$ cat src/rtl/mem_ctrl_pkg.sv
// Shared opcodes, FSM encoding and byte-enable patterns for mem_access_ctrl.
// Alignment helper is used only when MEM_ALIGN_EXC_EN is defined.
package mem_ctrl_pkg;

    localparam logic [5:0] OP_LB  = 6'b100000;
    localparam logic [5:0] OP_LH  = 6'b100001;
    localparam logic [5:0] OP_LW  = 6'b100011;
    localparam logic [5:0] OP_LBU = 6'b100100;
    localparam logic [5:0] OP_LHU = 6'b100101;
    localparam logic [5:0] OP_SB  = 6'b101000;
    localparam logic [5:0] OP_SH  = 6'b101001;
    localparam logic [5:0] OP_SW  = 6'b101011;

    typedef enum logic [1:0] {
        ST_IDLE = 2'd0,
        ST_REQ  = 2'd1,
        ST_DONE = 2'd2
    } state_t;

    localparam logic [3:0] BE_NONE = 4'b0000;
    localparam logic [3:0] BE_B0   = 4'b0001;
    localparam logic [3:0] BE_B1   = 4'b0010;
    localparam logic [3:0] BE_B2   = 4'b0100;
    localparam logic [3:0] BE_B3   = 4'b1000;
    localparam logic [3:0] BE_H_LO = 4'b0011;
    localparam logic [3:0] BE_H_HI = 4'b1100;
    localparam logic [3:0] BE_WORD = 4'b1111;

    function automatic logic is_load(input logic [5:0] op);
        return op inside {OP_LB, OP_LH, OP_LW, OP_LBU, OP_LHU};
    endfunction

    function automatic logic is_store(input logic [5:0] op);
        return op inside {OP_SB, OP_SH, OP_SW};
    endfunction

    function automatic logic [3:0] byte_en(input logic [5:0] op,
                                           input logic [1:0] a);
        logic [3:0] be;
        be = BE_NONE;
        unique case (op)
            OP_SB: begin
                unique case (a)
                    2'd0: be = BE_B0;
                    2'd1: be = BE_B1;
                    2'd2: be = BE_B2;
                    default: be = BE_B3;
                endcase
            end
            OP_SH:   be = a[1] ? BE_H_HI : BE_H_LO;
            OP_SW:   be = BE_WORD;
            default: be = BE_NONE;
        endcase
        return be;
    endfunction

    function automatic logic [31:0] store_data(input logic [5:0] op,
                                               input logic [31:0] wd);
        logic [31:0] d;
        d = 32'h0;
        unique case (op)
            OP_SB:   d = {4{wd[7:0]}};
            OP_SH:   d = {2{wd[15:0]}};
            OP_SW:   d = wd;
            default: d = 32'h0;
        endcase
        return d;
    endfunction

    function automatic logic misaligned(input logic [5:0] op,
                                        input logic [1:0] a);
        logic m;
        m = 1'b0;
        unique case (op)
            OP_LH, OP_LHU, OP_SH: m = a[0];
            OP_LW, OP_SW:         m = |a;
            default:              m = 1'b0;
        endcase
        return m;
    endfunction

endpackage

$ cat src/rtl/load_ext.sv
// Load lane select and sign/zero extension; purely combinational.
module load_ext
    import mem_ctrl_pkg::*;
(
    input  logic [5:0]  opcode,
    input  logic [1:0]  addr,
    input  logic [31:0] rdata,
    output logic [31:0] data
);

    logic [7:0]  b;
    logic [15:0] h;

    always_comb begin
        b    = rdata[{addr, 3'b000} +: 8];
        h    = addr[1] ? rdata[31:16] : rdata[15:0];
        data = rdata;
        unique case (opcode)
            OP_LB:   data = {{24{b[7]}}, b};
            OP_LBU:  data = {24'h0, b};
            OP_LH:   data = {{16{h[15]}}, h};
            OP_LHU:  data = {16'h0, h};
            default: data = rdata;
        endcase
    end

endmodule

$ cat src/rtl/mem_access_ctrl.sv
// M-stage data-memory access controller: IDLE -> REQ -> DONE handshake.
// Define MEM_ALIGN_EXC_EN to trap misaligned ops on Addr_Exc instead of issuing them.
module mem_access_ctrl
    import mem_ctrl_pkg::*;
(
    input  logic        clk,
    input  logic        reset,
    input  logic [31:0] Instr_M,
    input  logic [31:0] ALU_Out_M,
    input  logic [31:0] WriteData_M,
    input  logic [31:0] Mem_RData,
    input  logic        Mem_Ack,
    output logic        Stall_M,
    output logic        Mem_Req,
    output logic        Mem_WE,
    output logic [31:0] Mem_Addr,
    output logic [3:0]  Mem_BE,
    output logic [31:0] Mem_WData,
    output logic [31:0] Load_Data_W,
    output logic        Load_Valid
`ifdef MEM_ALIGN_EXC_EN
    ,
    output logic        Addr_Exc
`endif
);

    state_t      state;
    logic [5:0]  op;
    logic [5:0]  op_q;
    logic [1:0]  addr_lo_q;
    logic        mem_op;
    logic        mis;
    logic [31:0] ext_data;
    logic        unused_bits;

    assign op          = Instr_M[31:26];
    assign mem_op      = is_load(op) | is_store(op);
    assign unused_bits = ^Instr_M[25:0];

`ifdef MEM_ALIGN_EXC_EN
    assign mis = mem_op & misaligned(op, ALU_Out_M[1:0]);
`else
    assign mis = 1'b0;
`endif

    // DONE releases the pipeline so the op is not reissued.
    assign Stall_M = mem_op & ~mis & (state != ST_DONE);

    load_ext u_load_ext (
        .opcode (op_q),
        .addr   (addr_lo_q),
        .rdata  (Mem_RData),
        .data   (ext_data)
    );

    always_ff @(posedge clk) begin
        if (reset) begin
            state       <= ST_IDLE;
            op_q        <= 6'h0;
            addr_lo_q   <= 2'b00;
            Mem_Req     <= 1'b0;
            Mem_WE      <= 1'b0;
            Mem_Addr    <= 32'h0;
            Mem_BE      <= BE_NONE;
            Mem_WData   <= 32'h0;
            Load_Data_W <= 32'h0;
            Load_Valid  <= 1'b0;
`ifdef MEM_ALIGN_EXC_EN
            Addr_Exc    <= 1'b0;
`endif
        end else begin
            Load_Valid <= 1'b0;
`ifdef MEM_ALIGN_EXC_EN
            Addr_Exc   <= mis;
`endif
            unique case (state)
                ST_IDLE: begin
                    if (mem_op && !mis) begin
                        op_q      <= op;
                        addr_lo_q <= ALU_Out_M[1:0];
                        Mem_Addr  <= {ALU_Out_M[31:2], 2'b00};
                        Mem_BE    <= byte_en(op, ALU_Out_M[1:0]);
                        Mem_WData <= store_data(op, WriteData_M);
                        Mem_WE    <= is_store(op);
                        Mem_Req   <= 1'b1;
                        state     <= ST_REQ;
                    end
                end
                ST_REQ: begin
                    if (Mem_Ack) begin
                        Mem_Req <= 1'b0;
                        Mem_WE  <= 1'b0;
                        if (is_load(op_q)) begin
                            Load_Data_W <= ext_data;
                            Load_Valid  <= 1'b1;
                        end
                        state <= ST_DONE;
                    end
                end
                ST_DONE: state <= ST_IDLE;
                default: state <= ST_IDLE;
            endcase
        end
    end

endmodule

$ cat config.mk
export PLATFORM = sky130hd
export DESIGN_NAME = mem_access_ctrl
export DESIGN_NICKNAME = d
export VERILOG_FILES = /design/src/rtl/mem_ctrl_pkg.sv /design/src/rtl/load_ext.sv /design/src/rtl/mem_access_ctrl.sv
export SDC_FILE = /design/constraint.sdc
export NUM_CORES = 1
export LEC_CHECK = 0
export ABC_AREA = 1
export CAP_MARGIN = 20
export CORE_MARGIN = 5
export CORE_UTILIZATION = 44
export DETAILED_ROUTE_END_ITERATION = 8
export PLACE_DENSITY_LB_ADDON = 0.15
export SYNTH_ARGS = -nofsm -noshare
export SYNTH_HDL_FRONTEND = slang
export SYNTH_HIERARCHICAL = 1
export SYNTH_SLANG_ARGS = --single-unit
$ cat constraint.sdc
create_clock -name clk -period 1.9 [get_ports clk]
set_input_delay 0.38 -clock clk [delete_from_list [all_inputs] [get_ports clk]]
set_output_delay 0.38 -clock clk [all_outputs]
set_load 0.05 [all_outputs]
==> flow_summary.yaml <==
status:
  status: "finished, final reports clean"
timing:
  rsz0062_at_grt: "false"
  tns_ns: 0
  maxSlewViolCount: 0
  fin_ws_ns: 0.03669
  fin_worst_skew_ns: 0.006738
  worst_slew_pin_slew_ns: 0.5369
  timing.fmax_ghz: 0.5367
  final-hold-violation-count: 0
  min_period_over_period: 0.9807
  relSlewSlack: 0.6415
  setup-violations-final: 0
  layout_min_cycle_time_ns: 1.863
synth:
  yosys.area_share.simple: 0.3755
  synthFlopType: "dfxtp_1"
  muxShareOfSynthArea: 0
  synth_fa_ha_area_frac: 0
  ys_seq_area_frac: 0.3902
  synth_area_um2: 5694
  synth_cell_types: 25
  synthCells: 899
  synth_compound_area_frac: 0.1129
  ys_seq_elements: 111
  synth_top_family_by_area: "simple AND/OR/NAND/NOR gates"
  async_flop_share: 0
  synth-edff-count: 0
  avgSynthCellArea_um2: 6.334
  yosys_warnings: 6
  synth_xor_area_frac: 0
power:
  p_switching_uw: 1730
  pwr-share-seq: 0.412
  clkPwrFrac: 0.380
  sw_frac_of_total: 0.2905
  pwr_density_cell_nw_per_um2: 709.7
  pwr-share-comb: 0.208
  power.leakage_uw: 0.004492
  p_int_uw: 4223
  vdd_drop_max_mv: 0.7283
routing:
  wire_per_inst_um: 13.52
  drt-total-wl_um: 17270
  ant_nets: 0
  drc: 0
  vias: 6156
  vias_per_cell: 4.821
  drt_iter0_drc: 418
  drt_first_pass_iters: 5
worst_setup_path:
  critical-path-max-stage-delay_ns: 0.80
  cp_slowest_cell: "clkdlybuf4s50_1"
  worstPathRequired_ns: 1.52
  worst_ep_arrival_time_ns: 1.48
  crit_type: "reg2out"
  cpLargestDelayFamily: "buffers and inverters"
  path_cells: "clkdlybuf4s50_1"
  path_max_fanout: 2
  cp-end-kind: "primary output"
  cp_num_buf_inv: 1
  critPathLaunchType: "register"
placement:
  dp_slack_ns: -0.2371
  gp_congestion: 0.8750
  buffer_ports.inserted: 206
  hpwl_um: 12620
min_path:
  hold_class: "reg2reg"
clocking:
  htreeDepth: 3
  cts_root_buffer: "clkbuf_16"
  cts_hold_buf: 0
  cts_sinks: 111
  clkTransAtPathRegs_ns: 0.08
  clockBufferDepth: 2
  cts_tree: "built"
  worstSkewPairLatency_ns: 0.36
  cts_made_buffers: 9
grt:
  grt_pass1_vias: 5592
  grt_usage: 0.2228
  grt.overflow.total: 0
  grt_antenna_before_repair: 1
  grt_pass1_wl_um: 27280
  grt_max_degree: 66
floorplanning:
  die_y_um: 123.8
  die_area_um2: 15320
  row_count: 41
  start_util: 0.4494
  pin_count: 235
  core_area_um2: 12670
  die_w_um: 123.8
finish:
  layout.nets: 1231
  num-fill-cells: 1199
  final_cell_mix: "nand2_1, nand3_1, dfxtp_1"
  final_common_cell: "nand2_1"
  area_growth_pct: 47.31
  diodes: 0
  final_core_utilization: 0.6620
  layout-drive-gt1-share: 0.1249
flow_run:
  max_cap_violations: 0
## state kept, by name, indices dropped and copies added (netlist names)
signal,flops
Mem_Req,1
op_q,6
state,2
Mem_WData,32
Mem_Addr,30
Load_Data_W,32
addr_lo_q,2
Load_Valid,1
Mem_BE,4
Mem_WE,1
## metal layers
metal	track usage	routed length, µm	vias up
met4	0.06574	253	2
met3	0.06676	1515	18
met5	0	13	-
li1	-	-	3230
met2	0.3505	7844	197
met1	0.2955	7643	2709
## worst min-delay path, stage by stage (launching register included)
cell and delay [ns]:
dfxtp_1 0.31, inv_1 0.04, a21oi_1 0.05
## worst paths after layout
path / start / end / slack [ns] / cells after the start
worst min register to register: Load_Data_W[0]$_SDFFE_PP0P_ / Load_Data_W[0]$_SDFFE_PP0P_ / 0.44 / 2
worst max-delay path: Load_Data_W[29]$_SDFFE_PP0P_ / Load_Data_W[29] / 0.04 / 1
worst min-delay path: Load_Data_W[0]$_SDFFE_PP0P_ / Load_Data_W[0]$_SDFFE_PP0P_ / 0.44 / 2
worst max register to register: addr_lo_q[0]$_SDFFE_PP0P_ / Load_Data_W[8]$_SDFFE_PP0P_ / 0.42 / 8
## timing repair
action	4_1_cts	5_1_grt
setup endpoints to repair	8	39
gates resized for setup	17	39
pin swaps	4	1
setup buffers	3	0
## power groups by stage
stage	Combinational [µW]	Clock, µW	Sequential (µW)
2_1_floorplan	461	0	2760
3_3_place_gp	1230	0	2510
3_5_place_dp	1240	0	2510
4_1_cts	1240	2280	2450
5_1_grt	1350	2380	2460
6_report	1240	2260	2450
## cells in the mapped netlist (6+ instances only)
master,count,area share
a21oi_1,79,0.069
nand2_1,292,0.19
inv_1,84,0.055
buf_6,9,0.018
buf_4,6,0.0079
o21ai_0,35,0.031
dfxtp_1,111,0.39
clkbuf_1,21,0.014
nor2_1,80,0.053
o211ai_1,7,0.0092
nand3_1,128,0.11
buf_2,24,0.021
## stage by stage
step	hold slack (ns)	cells	total power, µW	instance area [µm²]
floorplan	0.4357	900	3226	5698
global placement	0.4308	1258	3739	7919
detailed placement	0.4343	1258	3747	7919
CTS	0.4457	1277	5982	8290
global route	0.4615	1277	6195	8388
finish	0.4420	1277	5953	8388
## area by class of cell
class / instances / area [µm²] / share of cell area
Sequential cell: 111 / 2222 / 0.2649
Clock buffer: 9 / 225.2 / 0.02685
Multi-Input combinational cell: 638 / 2821 / 0.3364
Clock inverter: 7 / 126.4 / 0.01507
Inverter: 88 / 330.3 / 0.03938
Tap cell: 172 / 215.2 / 0.02566
Timing Repair Buffer: 252 / 2447 / 0.2918
## logic make-up after synthesis
family          after synthesis
compound gates              123
buf+inv                     151
flops                       111
other cells                   1
simple gates                513
No activity file was read; power rests on OpenSTA's default activity.
